File: src/rtl/assoc_reconfig_if.sv
// Bundle between the associativity reconfiguration controller and its
// neighbours: the predictor request/acknowledge pair plus the cache-side
// stall, scan, writeback and invalidate signals.
// master = the reconfiguration controller, slave = predictor + cache side.
interface assoc_reconfig_if #(
   parameter int SET_SIZE = 16,
   parameter int WAYS     = 4
);
   localparam int SET_W = $clog2(SET_SIZE);
   localparam int WAY_W = $clog2(WAYS);

   logic             setup_valid;
   logic             setup_update;
   logic [1:0]       setup;
   logic             setup_ready;
   logic             cache_idle;
   logic             cache_stall;
   logic [SET_W-1:0] scan_set;
   logic [WAY_W-1:0] scan_way;
   logic             line_valid;
   logic             line_dirty;
   logic             wb_req;
   logic             wb_ack;
   logic             inval_we;

   modport master (
      input  setup_valid, setup_update, cache_idle, line_valid, line_dirty, wb_ack,
      output setup, setup_ready, cache_stall, scan_set, scan_way, wb_req, inval_we
   );

   modport slave (
      output setup_valid, setup_update, cache_idle, line_valid, line_dirty, wb_ack,
      input  setup, setup_ready, cache_stall, scan_set, scan_way, wb_req, inval_we
   );
endinterface

File: src/rtl/assoc_reconfig_ctrl.sv
// Associativity reconfiguration controller. Owns the committed setup code.
// An accepted up/down request stalls the cache, walks every line in
// way-minor order (writing back valid+dirty lines, invalidating all), then
// commits the new setup and acknowledges. Illegal requests are acknowledged
// immediately without touching the cache.
//
// Handshake: setup_valid is a level request held by the predictor until
// setup_ready. setup_ready is a single-cycle acknowledge, raised exactly once
// per accepted request (in S_REJECT or S_COMMIT); setup_valid seen while the
// controller is busy is ignored, and setup_update is only sampled at accept.
// wb_req is held with a stable scan index until a single-cycle wb_ack, which
// may arrive in the very first wb_req cycle.
//
// SET_SIZE and WAYS are expected to be powers of two, WAYS >= 2.
module assoc_reconfig_ctrl #(
   parameter int SET_SIZE   = 16,
   parameter int WAYS       = 4,
   parameter int MAX_SETUP  = 3,
   parameter int INIT_SETUP = 0
) (
   input  logic                clk,
   input  logic                rst,
   assoc_reconfig_if.master    bus,
   output logic [2:0]          dbg_state
);
   localparam int LINES = SET_SIZE * WAYS;
   localparam int IDX_W = $clog2(LINES);
   localparam int WAY_W = $clog2(WAYS);
   localparam logic [1:0]       MAX_CODE  = MAX_SETUP[1:0];
   localparam logic [1:0]       INIT_CODE = INIT_SETUP[1:0];
   localparam logic [IDX_W-1:0] LAST_IDX  = IDX_W'(LINES - 1);

   typedef enum logic [2:0] {
      S_IDLE   = 3'd0,
      S_REJECT = 3'd1,
      S_DRAIN  = 3'd2,
      S_READ   = 3'd3,
      S_CHECK  = 3'd4,
      S_WB     = 3'd5,
      S_INVAL  = 3'd6,
      S_COMMIT = 3'd7
   } state_t;

   state_t           state_q, state_d;
   logic             dir_q;
   logic [1:0]       setup_q;
   logic [IDX_W-1:0] idx_q;
   logic             req_legal;
   logic             last_line;

   // Legality uses the live setup and the live direction bit at accept time.
   assign req_legal = bus.setup_update ? (setup_q != 2'd0) : (setup_q < MAX_CODE);
   assign last_line = (idx_q == LAST_IDX);

   // State register.
   always_ff @(posedge clk or posedge rst) begin
      if (rst) state_q <= S_IDLE;
      else     state_q <= state_d;
   end

   // Next-state logic.
   always_comb begin
      state_d = state_q;
      unique case (state_q)
         S_IDLE:   if (bus.setup_valid) state_d = req_legal ? S_DRAIN : S_REJECT;
         S_REJECT: state_d = S_IDLE;
         S_DRAIN:  if (bus.cache_idle) state_d = S_READ;
         S_READ:   state_d = S_CHECK;
         S_CHECK:  state_d = (bus.line_valid && bus.line_dirty) ? S_WB : S_INVAL;
         S_WB:     if (bus.wb_ack) state_d = S_INVAL;
         S_INVAL:  state_d = last_line ? S_COMMIT : S_READ;
         S_COMMIT: state_d = S_IDLE;
         default:  state_d = S_IDLE;
      endcase
   end

   // Outputs decoded from state only, so async reset drops them at once.
   always_comb begin
      bus.cache_stall = 1'b0;
      bus.setup_ready = 1'b0;
      bus.wb_req      = 1'b0;
      bus.inval_we    = 1'b0;
      unique case (state_q)
         S_REJECT: bus.setup_ready = 1'b1;
         S_DRAIN, S_READ, S_CHECK: bus.cache_stall = 1'b1;
         S_WB: begin
            bus.cache_stall = 1'b1;
            bus.wb_req      = 1'b1;
         end
         S_INVAL: begin
            bus.cache_stall = 1'b1;
            bus.inval_we    = 1'b1;
         end
         S_COMMIT: begin
            bus.cache_stall = 1'b1;
            bus.setup_ready = 1'b1;
         end
         default: ;
      endcase
   end

   // Datapath: latched direction, scan index and the committed setup code.
   // Legality was checked at accept and setup is frozen until commit, so the
   // +/-1 here can never wrap.
   always_ff @(posedge clk or posedge rst) begin
      if (rst) begin
         dir_q   <= 1'b0;
         setup_q <= INIT_CODE;
         idx_q   <= '0;
      end else begin
         if (state_q == S_IDLE && bus.setup_valid) dir_q <= bus.setup_update;
         if (state_q == S_DRAIN && bus.cache_idle) idx_q <= '0;
         else if (state_q == S_INVAL && !last_line) idx_q <= idx_q + 1'b1;
         if (state_q == S_COMMIT) setup_q <= dir_q ? (setup_q - 2'd1) : (setup_q + 2'd1);
      end
   end

   assign bus.setup    = setup_q;
   assign bus.scan_set = idx_q[IDX_W-1:WAY_W];
   assign bus.scan_way = idx_q[WAY_W-1:0];
   assign dbg_state    = state_q;
endmodule

File: src/flat_wrapper.sv
// flat-port wrapper written by rule: the top's interface ports become plain ports
module assoc_reconfig_ctrl_flat 
#(
   parameter int SET_SIZE   = 16,
   parameter int WAYS       = 4,
   parameter int MAX_SETUP  = 3,
   parameter int INIT_SETUP = 0
)
  (clk, rst, dbg_state, bus_setup_valid, bus_setup_update, bus_cache_idle, bus_line_valid, bus_line_dirty, bus_wb_ack, bus_setup, bus_setup_ready, bus_cache_stall, bus_scan_set, bus_scan_way, bus_wb_req, bus_inval_we);
  assoc_reconfig_if #(.SET_SIZE(SET_SIZE), .WAYS(WAYS)) bus_i ();
  input  logic clk;
  input  logic rst;
  output logic [2:0] dbg_state;
  input wire logic [$bits(bus_i.setup_valid)-1:0] bus_setup_valid;
  input wire logic [$bits(bus_i.setup_update)-1:0] bus_setup_update;
  input wire logic [$bits(bus_i.cache_idle)-1:0] bus_cache_idle;
  input wire logic [$bits(bus_i.line_valid)-1:0] bus_line_valid;
  input wire logic [$bits(bus_i.line_dirty)-1:0] bus_line_dirty;
  input wire logic [$bits(bus_i.wb_ack)-1:0] bus_wb_ack;
  output wire logic [$bits(bus_i.setup)-1:0] bus_setup;
  output wire logic [$bits(bus_i.setup_ready)-1:0] bus_setup_ready;
  output wire logic [$bits(bus_i.cache_stall)-1:0] bus_cache_stall;
  output wire logic [$bits(bus_i.scan_set)-1:0] bus_scan_set;
  output wire logic [$bits(bus_i.scan_way)-1:0] bus_scan_way;
  output wire logic [$bits(bus_i.wb_req)-1:0] bus_wb_req;
  output wire logic [$bits(bus_i.inval_we)-1:0] bus_inval_we;
  assign bus_i.setup_valid = bus_setup_valid;
  assign bus_i.setup_update = bus_setup_update;
  assign bus_i.cache_idle = bus_cache_idle;
  assign bus_i.line_valid = bus_line_valid;
  assign bus_i.line_dirty = bus_line_dirty;
  assign bus_i.wb_ack = bus_wb_ack;
  assign bus_setup = bus_i.setup;
  assign bus_setup_ready = bus_i.setup_ready;
  assign bus_cache_stall = bus_i.cache_stall;
  assign bus_scan_set = bus_i.scan_set;
  assign bus_scan_way = bus_i.scan_way;
  assign bus_wb_req = bus_i.wb_req;
  assign bus_inval_we = bus_i.inval_we;
  assoc_reconfig_ctrl #(.SET_SIZE(SET_SIZE), .WAYS(WAYS), .MAX_SETUP(MAX_SETUP), .INIT_SETUP(INIT_SETUP)) u_core (.clk(clk), .rst(rst), .bus(bus_i), .dbg_state(dbg_state));
endmodule
File: config.mk
export PLATFORM = sky130hd
export DESIGN_NAME = assoc_reconfig_ctrl_flat
export DESIGN_NICKNAME = d
export VERILOG_FILES = /design/src/rtl/assoc_reconfig_if.sv /design/src/rtl/assoc_reconfig_ctrl.sv /design/src/flat_wrapper.sv
export SDC_FILE = /design/constraint.sdc
export NUM_CORES = 1
export LEC_CHECK = 0
export CORE_MARGIN = 2
export CORE_UTILIZATION = 48
export DETAILED_ROUTE_END_ITERATION = 16
export PLACE_DENSITY = 0.82
export SLEW_MARGIN = 5
export SYNTH_ARGS = -nofsm -noshare
export SYNTH_HDL_FRONTEND = slang
export SYNTH_SLANG_ARGS = --single-unit
File: constraint.sdc
create_clock -name clk -period 2.4 [get_ports clk]
set_input_delay 0.48 -clock clk [delete_from_list [all_inputs] [get_ports clk]]
set_output_delay 0.48 -clock clk [all_outputs]
set_load 0.05 [all_outputs]
==> flow_metrics.env, run 1 <==
export IMPL_outcome="finished, final reports clean"
export IMPL_nFillCells=124
export IMPL_critPathRequiredTime_ps=1920
export IMPL_hold_viol_final=0
export IMPL_place_gp_congestion=0.723
export IMPL_rsz0062_at_grt="no"
export IMPL_initial_utilization_pct=49.7
export IMPL_postCtsSetupBuffers=0
export IMPL_vias=646
export IMPL_cts_resized=0
export IMPL_hold_path_class="input port to asynchronous set/reset pin"
export IMPL_layout_nets=114
export IMPL_synth_area_top_cells="dfrtp_1, nor2_1, xor2_1, a21oi_1, buf_6"
export IMPL_finalMaxSlewViolations=0
export IMPL_cts_htree_levels=1
export IMPL_synth_compound_area_share_pct=14.4
export IMPL_grtUsageTotal_pct=18.0
export IMPL_ant_nets=0
export IMPL_yosysWarningCount=0
export IMPL_total_leakage_power_nw=0.446
export IMPL_netlist_area_leader_share_pct=41.0
export IMPL_chipHeight_um=43.1
export IMPL_coreArea_sq_um=1470
export IMPL_tns_ps=0
export IMPL_crit_path_start_kind="register"
export IMPL_crit_family="buffers and inverters"
export IMPL_crit_type="register to primary output"
export IMPL_p_per_area_nw_per_um2=1290
export IMPL_synth_cell_types=35
export IMPL_cp_max_fo=10
export IMPL_ioPinCount=23
export IMPL_areaGrowthSynthToFinish_pct=36.2
export IMPL_fmax_ghz=0.447
export IMPL_cp_slowest_cell="clkdlybuf4s50_1"
export IMPL_use_met2_pct=27.6
export IMPL_die_width_um=43.1
export IMPL_final_layout_size_suffix_gt1_share_pct=15.4
export IMPL_path_cells="or2_1 > clkdlybuf4s50_1"
export IMPL_cts_tree="built"
export IMPL_cts_buffers_inserted=3
export IMPL_slowest_delay_ps=810
export IMPL_vias_per_cell=5.38
export IMPL_synthCells=79
export IMPL_worst_slack_ps=164
export IMPL_diodes=0
export IMPL_vdd_drop_max_mv=0.889
export IMPL_tightest_slew_ps=498
export IMPL_multiInputGateArea_sq_um=388
export IMPL_synth_area_sq_um=732
export IMPL_synth_xor_area_share_pct=5.98
export IMPL_cp_arrival_ps=1760
export IMPL_hpwl_um=1160
export IMPL_yosys_area_share_adder_pct=1.71
export IMPL_cts_hold_buf=0
export IMPL_relSlewSlack_pct=66.7
export IMPL_yosys_area_share_simple_pct=26.2
export IMPL_dr_pass1_iters=4
export IMPL_portBuffers=22
export IMPL_fin_skew_ps=3.37
export IMPL_endpoint_kind="primary output"
export IMPL_cts_max_path_buffers=2
export IMPL_seq_area_sq_um=300
export IMPL_synth_seq_cells=12
export IMPL_fp_row_count=14
export IMPL_cap_violations=0
export IMPL_numClockSinks=12
export IMPL_grt_antenna_before_repair=0
export IMPL_routed_wl_um=1500
export IMPL_groute_layer_met3_usage_pct=2.55
export IMPL_dp_slack_ps=450
export IMPL_drt_iter0_drc=10
export IMPL_clkTransAtPathRegs_ps=80
export IMPL_yosys_area_top_type="dfrtp_1"
export IMPL_grt_first_pass_wirelength_um=2490
export IMPL_synth_top_family_by_area="simple AND/OR/NAND/NOR gates"
export IMPL_finalCritPeriodShare_pct=93.2
export IMPL_global_route_overflow_total=0
export IMPL_die_area_sq_um=1850
export IMPL_synth_fp_nets=88
export IMPL_setup_viol=0
export IMPL_drcViolationCount=0
export IMPL_finalCriticalPeriod_ps=2240
export IMPL_ys_seq_area_share_pct=41.0
export IMPL_met1_usage_pct=24.6
export IMPL_drt_wirelength_per_cell_um=12.5
export IMPL_clock_latency_ps=270
export IMPL_ctsRootBufferMaster="clkbuf_4"
export IMPL_synthMuxAreaShare_pct=4.27
export IMPL_grt_max_degree=14
export IMPL_path_buf_inv=1
export IMPL_busiest_layer="met2"
export IMPL_grt_pass1_vias=563
export IMPL_avgSynthCellArea_sq_um=9.27
[flip-flops by register name, indices dropped and copies added (netlist names)]
signal	cells
u_core.dir_q	1
u_core.idx_q	6
u_core.bus.setup	2
u_core.dbg_state	3
[power breakdown]
group / internal (W) / switching (W)
clock: 0.0000921 / 0.0000706
sequential: 0.000267 / 0.0000786
combinational: 0.000291 / 0.000486
total: 0.000649 / 0.000635
[layout make-up]
cell class                      count  share of cell area, %
Tap cell                           16                   2.01
Multi-Input combinational cell     59                   38.9
Sequential cell                    12                   30.1
Inverter                            4                   1.51
Clock buffer                        4                   3.64
Timing Repair Buffer               25                   23.8
[cell usage after synthesis]
library cell	n
xnor2_1	2
o21ai_4	1
xor2_1	3
nand2b_1	1
inv_2	2
a22oi_1	1
nand3_1	1
o31ai_1	2
nand2_1	6
o41a_1	1
nand3b_1	2
or2_1	1
nor2b_1	1
ha_1	1
buf_6	2
inv_1	2
nand3_2	1
dfrtp_1	12
a311oi_1	1
nand4_1	3
and3b_1	2
mux2_1	1
a21oi_1	5
nor3_1	1
mux2i_1	2
o21ai_1	2
o21ai_0	1
and2_1	1
and3_1	1
nor2_1	11
or3_1	1
nor2_2	1
o22ai_1	1
and4bb_2	1
buf_2	2
[metal layers]
layer,part of all wire (%),wire length [um]
met5,0,0
met4,0.60,9
met3,4.9,73
met2,47,699
met1,48,713
[logic make-up (layout without fill, tap and decap cells)]
logic type / after synthesis / after routing
xor+xnor: 5 / 5
flops: 12 / 12
mux: 3 / 3
compound gates: 15 / 15
simple gates: 35 / 35
fa+ha+maj: 1 / 1
buf+inv: 8 / 33
[cell usage in the layout (no fill, tap or decap), types with 3 or more instances in the layout]
master	netlist	routed
clkdlybuf4s50_1	0	20
dfrtp_1	12	12
nand4_1	3	3
buf_4	0	5
nand2_1	6	6
xor2_1	3	3
a21oi_1	5	4
nor2_1	11	11
clkbuf_4	0	3
[through the flow]
stage / total power (W) / cells / area (sq um) / hold WS, ps / utilization (%)
after floorplan: 0.000911 / 79 / 736 / 345 / -
after global placement: 0.00111 / 116 / 961 / 502 / 65.3
after detailed placement: 0.00113 / 116 / 961 / 514 / 65.3
after CTS: 0.00130 / 120 / 997 / 518 / 67.8
after global routing: 0.00136 / 120 / 997 / 546 / 67.8
final: 0.00128 / 120 / 997 / 506 / 67.8
[worst paths after layout]
path / startpoint / depth (start not counted) / endpoint / slack, ps
setup / recovery: u_core.dbg_state[1]$_DFFE_PP0P_ / 2 / bus_cache_stall / 160
setup reg to reg: u_core.dbg_state[1]$_DFFE_PP0P_ / 5 / u_core.idx_q[5]$_DFFE_PP0P_ / 930
hold / removal: rst / 2 / u_core.bus.setup[0]$_DFFE_PP0N_ / 510
min in group clk: u_core.bus.setup[1]$_DFFE_PP0N_ / 1 / u_core.bus.setup[1]$_DFFE_PP0N_ / 530
max in group asynchronous: rst / 2 / u_core.dbg_state[2]$_DFFE_PP0P_ / 1580
hold reg to reg: u_core.bus.setup[1]$_DFFE_PP0N_ / 1 / u_core.bus.setup[1]$_DFFE_PP0N_ / 530
Power figures use the tool's default switching activity.
==> run 2, diff against run 1 <==
--- a/config.mk
+++ b/config.mk
@@ -5,6 +5,7 @@
 export SDC_FILE = /design/constraint.sdc
 export NUM_CORES = 1
 export LEC_CHECK = 0
+export CAP_MARGIN = 20
 export CORE_MARGIN = 2
 export CORE_UTILIZATION = 48
 export DETAILED_ROUTE_END_ITERATION = 16
==> results of run 2 <==
Final layout, timing and power as in run 1 (identical DEF).
